`src/rtl/dp_scrambler_pkg.sv`:
```
// rtl/dp_scrambler_pkg.sv - DisplayPort symbol and LFSR constants shared by the lane-output stage
//
// Purpose: special symbol codes (K28.5 BS, SR, BE, FS, training data symbols),
//          LFSR seed/polynomial, training-pattern select encoding and the per-slot
//          output selection helper used by dp_scrambler.
package dp_scrambler_pkg;

  localparam logic [7:0]  SYM_BS    = 8'hBC;   // K28.5
  localparam logic [7:0]  SYM_SR    = 8'h1C;   // K28.0
  localparam logic [7:0]  SYM_BE    = 8'hFB;   // K27.7
  localparam logic [7:0]  SYM_FS    = 8'hFE;   // K30.7
  localparam logic [7:0]  SYM_D102  = 8'h4A;   // D10.2
  localparam logic [7:0]  SYM_D116  = 8'hCB;   // D11.6

  localparam logic [15:0] LFSR_SEED = 16'hFFFF;
  // x^16 + x^5 + x^4 + x^3 + 1, taps folded into the low bits after the shift
  localparam logic [15:0] LFSR_POLY = 16'h0039;

  typedef enum logic [1:0] {
    TPS_OFF  = 2'd0,
    TPS_1    = 2'd1,
    TPS_2    = 2'd2,
    TPS_RSVD = 2'd3
  } tps_e;

  localparam int TPS2_CYCLES = 5;

  // Output byte for one symbol slot. The K/data decision comes from lane 0,
  // so a lane 1 byte is treated the same way as its lane 0 counterpart.
  function automatic logic [7:0] slot_out(input logic [7:0] sym,
                                          input logic       is_k,
                                          input logic       sr_sub,
                                          input logic [7:0] ks,
                                          input logic       scr_on);
    logic [7:0] res;
    if (sr_sub) begin
      res = SYM_SR;
    end else if (is_k) begin
      res = sym;
    end else if (scr_on) begin
      res = sym ^ ks;
    end else begin
      res = sym;
    end
    return res;
  endfunction

endpackage

```
`src/rtl/dp_lfsr_byte.sv`:
```
// rtl/dp_lfsr_byte.sv - one symbol's worth (8 steps) of the DP scrambler LFSR
//
// Purpose: combinational; produces the keystream byte for the current LFSR
//          state and the state after 8 steps.
// Ports:
//   i_lfsr       in  16  current LFSR state
//   o_keystream  out  8  keystream byte, bit i = i_lfsr[15-i]
//   o_lfsr_next  out 16  LFSR state after 8 steps
module dp_lfsr_byte
  import dp_scrambler_pkg::*;
(
  input  logic [15:0] i_lfsr,
  output logic [7:0]  o_keystream,
  output logic [15:0] o_lfsr_next
);

  logic [15:0] w_lfsr;

  always_comb begin
    w_lfsr      = i_lfsr;
    o_keystream = '0;
    for (int i = 0; i < 8; i++) begin
      o_keystream[i] = i_lfsr[15-i];
      w_lfsr = {w_lfsr[14:0], 1'b0} ^ (w_lfsr[15] ? LFSR_POLY : 16'h0000);
    end
    o_lfsr_next = w_lfsr;
  end

endmodule

```
`src/rtl/dp_scrambler.sv`:
```
// rtl/dp_scrambler.sv - DisplayPort lane-output stage: SR substitution and data scrambling
//
// Purpose: takes two 16-bit lanes (two symbols per lane per dpclk, byte0 first),
//          replaces every SR_PERIOD-th BS with SR, scrambles data symbols with the
//          shared DP LFSR and registers the result (1 dpclk latency).
// Optional feature: macro DP_TRAINPAT_EN adds the tps input and a training
//          pattern generator (TPS1 / TPS2) that overrides both lanes.
// Ports:
//   dpclk           in   1  link symbol clock
//   reset           in   1  synchronous, active-low
//   dpdat0/dpdat1   in  16  lane symbols, [7:0] first, [15:8] second
//   dpisk0/dpisk1   in   2  K flags, bit n qualifies byte n
//   tps             in   2  training pattern select (DP_TRAINPAT_EN only)
//   scren           in   1  1 = scramble data symbols
//   scrdat0/scrdat1 out 16  registered output symbols
//   scrisk0/scrisk1 out  2  registered output K flags
module dp_scrambler
  import dp_scrambler_pkg::*;
#(
  parameter int          SR_PERIOD = 512,
  parameter logic [15:0] SEED      = LFSR_SEED
) (
  input  logic        dpclk,
  input  logic        reset,
  input  logic [15:0] dpdat0,
  input  logic [15:0] dpdat1,
  input  logic [1:0]  dpisk0,
  input  logic [1:0]  dpisk1,
`ifdef DP_TRAINPAT_EN
  input  logic [1:0]  tps,
`endif
  input  logic        scren,
  output logic [15:0] scrdat0,
  output logic [15:0] scrdat1,
  output logic [1:0]  scrisk0,
  output logic [1:0]  scrisk1
);

  localparam int                CTR_W    = $clog2(SR_PERIOD);
  localparam logic [CTR_W-1:0]  CTR_LAST = CTR_W'(SR_PERIOD - 1);

  logic [15:0]      r_lfsr;
  logic [CTR_W-1:0] r_bsctr;
  logic [15:0]      r_scrdat0;
  logic [15:0]      r_scrdat1;
  logic [1:0]       r_scrisk0;
  logic [1:0]       r_scrisk1;

  logic [7:0]       w_ks0;
  logic [7:0]       w_ks1;
  logic [15:0]      w_lfsr_n0;
  logic [15:0]      w_lfsr_n1;
  logic [15:0]      w_lfsr_in1;
  logic [15:0]      w_lfsr_next;
  logic             w_bs0;
  logic             w_bs1;
  logic             w_wrap0;
  logic             w_wrap1;
  logic [CTR_W-1:0] w_ctr_mid;
  logic [CTR_W-1:0] w_ctr_next;
  logic [15:0]      w_out0;
  logic [15:0]      w_out1;

  logic [15:0]      w_nxt_dat0;
  logic [15:0]      w_nxt_dat1;
  logic [1:0]       w_nxt_isk0;
  logic [1:0]       w_nxt_isk1;
  logic [15:0]      w_nxt_lfsr;
  logic [CTR_W-1:0] w_nxt_ctr;

  // Slot classification is taken from lane 0 only.
  assign w_bs0 = dpisk0[0] && (dpdat0[7:0]  == SYM_BS);
  assign w_bs1 = dpisk0[1] && (dpdat0[15:8] == SYM_BS);

  // BS counter is evaluated slot by slot so two BS in one cycle count in order.
  assign w_wrap0    = w_bs0 && (r_bsctr == CTR_LAST);
  assign w_ctr_mid  = w_bs0 ? (w_wrap0 ? '0 : r_bsctr + CTR_W'(1)) : r_bsctr;
  assign w_wrap1    = w_bs1 && (w_ctr_mid == CTR_LAST);
  assign w_ctr_next = w_bs1 ? (w_wrap1 ? '0 : w_ctr_mid + CTR_W'(1)) : w_ctr_mid;

  // Two byte stages in series; a BS/SR in a slot reseeds the stage after it.
  dp_lfsr_byte u_lfsr_b0 (
    .i_lfsr      (r_lfsr),
    .o_keystream (w_ks0),
    .o_lfsr_next (w_lfsr_n0)
  );

  assign w_lfsr_in1 = w_bs0 ? SEED : w_lfsr_n0;

  dp_lfsr_byte u_lfsr_b1 (
    .i_lfsr      (w_lfsr_in1),
    .o_keystream (w_ks1),
    .o_lfsr_next (w_lfsr_n1)
  );

  assign w_lfsr_next = w_bs1 ? SEED : w_lfsr_n1;

  assign w_out0 = {slot_out(dpdat0[15:8], dpisk0[1], w_wrap1, w_ks1, scren),
                   slot_out(dpdat0[7:0],  dpisk0[0], w_wrap0, w_ks0, scren)};
  assign w_out1 = {slot_out(dpdat1[15:8], dpisk0[1], w_wrap1, w_ks1, scren),
                   slot_out(dpdat1[7:0],  dpisk0[0], w_wrap0, w_ks0, scren)};

`ifdef DP_TRAINPAT_EN
  logic [1:0]  r_tps;
  logic [2:0]  r_phase;
  logic [2:0]  w_phase;
  logic        w_train;
  logic [15:0] w_pat;
  logic [1:0]  w_pat_k;

  // A change of tps restarts the TPS2 sequence in the same cycle.
  assign w_phase = (tps != r_tps) ? 3'd0 : r_phase;
  assign w_train = (tps != TPS_OFF);

  always_comb begin
    w_pat   = {SYM_D102, SYM_D102};
    w_pat_k = 2'b00;
    if ((tps == TPS_2) && (w_phase < 3'd2)) begin
      w_pat   = {SYM_D116, SYM_BS};
      w_pat_k = 2'b01;
    end
  end

  always_ff @(posedge dpclk) begin
    if (!reset) begin
      r_tps   <= 2'd0;
      r_phase <= 3'd0;
    end else begin
      r_tps   <= tps;
      r_phase <= (w_phase == 3'(TPS2_CYCLES - 1)) ? 3'd0 : w_phase + 3'd1;
    end
  end
`endif

  always_comb begin
    w_nxt_dat0 = w_out0;
    w_nxt_dat1 = w_out1;
    w_nxt_isk0 = dpisk0;
    w_nxt_isk1 = dpisk1;
    w_nxt_lfsr = w_lfsr_next;
    w_nxt_ctr  = w_ctr_next;
`ifdef DP_TRAINPAT_EN
    if (w_train) begin
      w_nxt_dat0 = w_pat;
      w_nxt_dat1 = w_pat;
      w_nxt_isk0 = w_pat_k;
      w_nxt_isk1 = w_pat_k;
      w_nxt_lfsr = SEED;
      w_nxt_ctr  = '0;
    end
`endif
  end

  always_ff @(posedge dpclk) begin
    if (!reset) begin
      r_lfsr    <= SEED;
      r_bsctr   <= '0;
      r_scrdat0 <= '0;
      r_scrdat1 <= '0;
      r_scrisk0 <= '0;
      r_scrisk1 <= '0;
    end else begin
      r_lfsr    <= w_nxt_lfsr;
      r_bsctr   <= w_nxt_ctr;
      r_scrdat0 <= w_nxt_dat0;
      r_scrdat1 <= w_nxt_dat1;
      r_scrisk0 <= w_nxt_isk0;
      r_scrisk1 <= w_nxt_isk1;
    end
  end

  assign scrdat0 = r_scrdat0;
  assign scrdat1 = r_scrdat1;
  assign scrisk0 = r_scrisk0;
  assign scrisk1 = r_scrisk1;

endmodule

```
`config.mk`:
```
export PLATFORM = sky130hd
export DESIGN_NAME = dp_scrambler
export DESIGN_NICKNAME = d
export VERILOG_FILES = /design/src/rtl/dp_scrambler_pkg.sv /design/src/rtl/dp_lfsr_byte.sv /design/src/rtl/dp_scrambler.sv
export SDC_FILE = /design/constraint.sdc
export NUM_CORES = 1
export LEC_CHECK = 0
export CORE_MARGIN = 5
export CORE_UTILIZATION = 49
export CTS_BUF_LIST = sky130_fd_sc_hd__clkbuf_16
export DETAILED_ROUTE_END_ITERATION = 6
export GPL_TIMING_DRIVEN = 0
export PLACE_DENSITY = 0.8
export SYNTH_ARGS = -nofsm -noshare
export SYNTH_HDL_FRONTEND = slang
export SYNTH_SLANG_ARGS = --single-unit
```
`constraint.sdc`:
```
create_clock -name dpclk -period 4.9 [get_ports dpclk]
set_clock_uncertainty 0.1 [all_clocks]
set_input_delay 0.735 -clock dpclk [delete_from_list [all_inputs] [get_ports dpclk]]
set_output_delay 0.735 -clock dpclk [all_outputs]
set_load 0.005 [all_outputs]
```
* Yosys cells after proc, flatten, opt, wreduce, memory -nomap -nowiden *
Index checks and enable logic that the tools add are counted.

cells by class
  bitwise operators = 21
  equality and inequality tests = 4
  add/subtract/negate cells = 2
  mux-type cells = 33
  reductions and logical operators = 7

operators by type and width
  cell                 number
  $xor 16x16->16       16
  $mux 6               16
  $mux 8               8
  $mux 9               4
  $xor 8x8->8          4
  $mux 5               4
  $add 9x1->9 const B  2
  $eq 9x9->1 const B   2
  $eq 8x8->1 const B   2
  $mux 16              1
  $reduce_or 2->1      3
  $logic_and 1x1->1    4
  $not 1->1            1

storage, ports and cells
  bits of input ports = 39
  word-level logic and storage cells = 77
  register bits after elaboration = 61

* Depth between registers and ports, before layout *
  depth after elaboration = 33
  gate-level depth with buffers = 18
  depth with buffers taken out = 15

* Cells and area by module *
From an unflattened synthesis, not the netlist that was laid out.

second synthesis, totals
  cell total of the unflattened synthesis = 354
  area total of the unflattened synthesis = 3274.4 um^2

by module, submodules not included
  module        area each (um^2)  cells each  sequential area each (um^2)  times used
  dp_scrambler  2666.3            284         1221.2                       1
  dp_lfsr_byte  304.0             35          0.0                          2

* Least setup slack after synthesis *
No wires, ideal clock.

  path kind = register to register
  from = register r_bsctr[0]
  to = register r_scrdat0[13], in the netlist scrdat0[13]
  data arrival time = 3334 ps
  buffers on the path = 3
  library setup time = 117 ps
  period minus slack after synthesis = 3551 ps
  setup slack = 1349 ps
  stages on the path, launching flop included = 19
  cells stage by stage = dfxtp_1 ha_1 and3_1 nand3_1 nor2_1 ha_1 clkbuf_1 nand4bb_1 or3_4 buf_6 o21ai_0 ha_1 nand2_1 nor3_1 ha_1 nand2_1 nand2_1 buf_2 nor2_1

between the ends
  word-level cells in the longest chain between the ends = 7
  elaborated cells on any way between the ends = 8

RTL lines
  element                                                              line                 RTL
  start, declared                                                      dp_scrambler.sv:43   logic [CTR_W-1:0] r_bsctr;
  start signal, assigned                                               dp_scrambler.sv:164  r_bsctr <= w_nxt_ctr;
  parallel branches: the longest is 3 deep, another holds $add 9x1->9  -
  $mux 9 (*)                                                           dp_scrambler.sv:77   assign w_ctr_mid = w_bs0 ? (w_wrap0 ? '0 : r_bsctr + CTR_W'(1)) : r_bsctr;
  $eq 9x9->1 (*)                                                       dp_scrambler.sv:78   assign w_wrap1 = w_bs1 && (w_ctr_mid == CTR_LAST);
  $logic_and 1x1->1 (*)                                                dp_scrambler.sv:78
  $reduce_or 2->1 (no line) (*)                                        -
  end signal, assigned                                                 dp_scrambler.sv:165  r_scrdat0 <= w_nxt_dat0;
  end, declared                                                        dp_scrambler.sv:44   logic [15:0] r_scrdat0;

Every way passes the cells marked *.
A chain may end at the register's enable or synchronous reset.

* Worst setup path in the final report *
  from = register r_bsctr[0]
  to = register r_scrdat0[8], in the netlist scrdat0[8]

Same word-level chain as after synthesis.

==> summary.md <==
| Metric | Value |
|---|---|
| H-tree depth | `3` |
| Number of synthesized flops with an enable pin | `0` |
| Internal power | `1.49 mW` |
| Placed cells | `477` |
| Max Slew Vio Count | `0` |
| Setup crit end kind | `flip-flop` |
| Worst path arrival time | `4.38 ns` |
| R2r startpoint | `r_bsctr[0]` |
| Top cell type's share of synthesized area | `41.1%` |
| I/O pin count | `75` |
| Drt wl/cell | `14.8 µm` |
| GRT Total Usage | `19.7%` |
| Total gr overflow | `0` |
| Slew @ Worst Pin | `1.05 ns` |
| Max Cap Viol | `0` |
| Total Die Area | `7730 µm²` |
| Number of global-route vias before repair | `roughly 2600` |
| Final hold vios | `0` |
| Post-Syn Nets | `roughly 370` |
| Die width | `87.9 µm` |
| Post-DP Area | `3810 µm²` |
| TNS Setup | `0 ns` |
| Syn Area/Cell | `9.07 µm²` |
| Crit Path Class | `flip-flop to flip-flop` |
| DRT antenna net count | `0` |
| Total power | `between 2 and 2.5 mW` |
| Fin nets | `457` |
| Yosys top cell by area | `dfxtp_1` |
| Hold_buf cts | `0` |
| Via density | `5.28` |
| Post-route insts no fill | `494` |
| Share of cells above drive strength 1 | `5.01%` |
| Max Root-Sink Buffers | `2` |
| Row count | `28` |
| Combinational share of power | `between 40 and 50%` |
| Clk Latency, worst-skew pair | `0.32 ns` |
| Status | `finished clean` |
| Most frequent cells in the layout | `74 x clkdlybuf4s50_1, 61 x dfxtp_1, 43 x xnor2_1, 37 x xor2_1, 33 x nor2_1` |
| Port Buffers | `74` |
| Pleak | `1.53 nW` |
| Post-route DRC violation count | `0` |
| Largest cells by area after synthesis | `dfxtp_1 41%, xnor2_1 13%, xor2_1 11%` |
| Commonest non-fill, non-tap cell in the layout | `clkdlybuf4s50_1` |
| Total core area | `5920 µm²` |
| Post-synth ARST share | `0%` |
| Root Driver | `clkbuf_16` |
| Max Fclk | `234 MHz` |
| Initial drt markers | `between 100 and 150` |
| Filler instances | `460` |
| FF-to-FF setup slack | `just over 0.6 ns` |
| R2R cell count | `18` |
| Crit Path Max Fanout | `10` |
| Post-CTS setup buffer count | `0` |
| Dominant synthesized flop cell | `dfxtp_1` |
| Net Sw Frac | `32.5%` |
| Switching pwr | `716 µW` |
| Largest net degree at the start of global routing | `11` |
| Tmin final | `between 4 and 5 ns` |
| #FFs+latches synth | `61` |
| Worst hold path class | `flip-flop to flip-flop` |
| Cell Area, Synth | `2970 µm²` |
| First-pass GRT wire length | `11900 µm` |
| Starting Density | `50.2%` |
| Post-route cell area | `4100 µm²` |
| Placer Congestion | `0.892` |
| CP Capture Point | `scrdat0[8]` |
| Max VDD drop | `0.289 mV` |
| Clock transition at path regs | `0.05 ns` |
| Initial antenna violation count | `0` |
| Hpwl dp | `5460 µm` |
| Area growth, synth to finish | `37.8%` |
| Relative slew slack | `~30%` |
| Clk pwr share | `27.2%` |
| CTS resizes | `0` |
| Yosys warnings | `0` |
| Drt total wl | `7310 µm` |
| Final Setup Violations | `0` |
| RSZ-0062 raised after global routing | `false` |
| Sequential share of the synthesized area | `41.1%` |
| CTS buffer count | `9` |
| DIE HEIGHT | `roughly 88 µm` |
| Via count | `approximately 2600` |
| CTS tree | `yes` |
| Clock sinks | `61` |
| Critical path required time | `roughly 5 ns` |
| Power Density | `538 nW/µm²` |
| Drt first pass iters | `5` |
| Seq pwr share | `about 30%` |
| Startpoint Class | `flip-flop` |
| Final worst path period share | `87.3%` |
| Diodes inserted | `0` |
| Critical path origin | `r_bsctr[0]` |
| Worst r2r dst | `scrdat0[8]` |
| Cells after synthesis | `328` |
| Synth cell types | `46` |
==> Yosys cell counts (2+ instances only) <==
| master | count |
|---|---|
| dfxtp_1 | 61 |
| xnor2_1 | 43 |
| xor2_1 | 37 |
| nor2_1 | 33 |
| nand2_1 | 30 |
| o21ai_0 | 21 |
| and2_1 | 12 |
| clkbuf_1 | 11 |
| a21boi_0 | 6 |
| nand3_1 | 6 |
| nor3_1 | 6 |
| nand2b_1 | 5 |
| a21oi_1 | 4 |
| ha_1 | 4 |
| nor4_1 | 4 |
| and3_1 | 3 |
| nand3b_1 | 3 |
| nand4_1 | 3 |
| nor2b_1 | 3 |
| buf_2 | 2 |
| buf_6 | 2 |
| nand4b_1 | 2 |
| nor3b_1 | 2 |
| o31ai_1 | 2 |
| or4_1 | 2 |
==> worst min path at each step <==
stage / endpoint / depth (start not counted) / slack, ns / from
3_3_place_gp: r_bsctr[8] / 3 / 0.50 / r_bsctr[8]
2_1_floorplan: r_bsctr[7] / 3 / 0.47 / r_bsctr[7]
5_1_grt: r_bsctr[8] / 3 / 0.56 / r_bsctr[8]
3_5_place_dp: r_bsctr[8] / 3 / 0.52 / r_bsctr[8]
6_report: r_bsctr[8] / 3 / 0.52 / r_bsctr[8]
4_1_cts: r_bsctr[8] / 3 / 0.52 / r_bsctr[8]
==> power by group through the flow <==
stage	Clock, mW	Combinational (mW)	Sequential, mW
after CTS	0.603	0.930	0.677
final	0.598	0.928	0.676
after global routing	0.637	1.01	0.688
after detailed placement	0	0.906	0.687
after global placement	0	0.883	0.683
after floorplan	0	0.683	0.679
==> flip-flops by register name, indices dropped and copies added (netlist names) <==
name / count
scrisk1: 2
r_bsctr: 9
scrisk0: 2
r_lfsr: 16
scrdat0: 16
scrdat1: 16
==> layer usage <==
layer | GRT usage [%] | wire length (µm)
met3 | 4.80 | 464
met4 | 7.25 | 129
met2 | 34.6 | 3620
met5 | 0 | 0
met1 | 23.2 | 3100
==> logic make-up (layout without fill, tap and decap cells) <==
family | Yosys count | after routing | synth area share, %
flops | 61 | 61 | 41.1
buf+inv | 17 | 108 | 2.73
simple gates | 121 | 121 | 20.6
xor+xnor | 80 | 80 | 23.6
mux | 1 | 1 | 0.337
compound gates | 44 | 44 | 10.0
fa+ha+maj | 4 | 4 | 1.68
==> critical path, cell delays in order, from the launching register on <==
cell and delay [ns]:
dfxtp_1 0.40, ha_1 0.30, and3_1 0.24, nand3_1 0.13, nor2_1 0.06, ha_1 0.17
clkbuf_1 0.23, nand4bb_1 0.25, or3_4 0.34, buf_6 0.15, o21ai_0 0.26, ha_1 0.26
nand2_1 0.06, nor3_1 0.20, ha_1 0.18, nand2_1 0.11, nand2_1 0.36, buf_2 0.29
nor2_1 0.08
==> through the flow <==
step	setup WS, ns	utilization [%]	hold WS [ns]
floorplan	1.35	-	0.472
global placement	0.412	64.3	0.498
detailed placement	0.330	64.3	0.516
CTS	0.623	69.1	0.523
global route	0.193	69.2	0.557
finish	0.621	69.2	0.522
==> final cells by class <==
type                       count  area (µm²)  area share (%)
multi-input combinational    250        1670            40.8
sequential                    61        1220            29.8
timing repair buffer          75         746            18.2
clock buffer                   9         225            5.50
tap                           75        93.8            2.29
buffer                        16        77.6            1.89
clock inverter                 7        58.8            1.44
inverter                       1        3.75          0.0916
(Power assumes the default switching activity.)
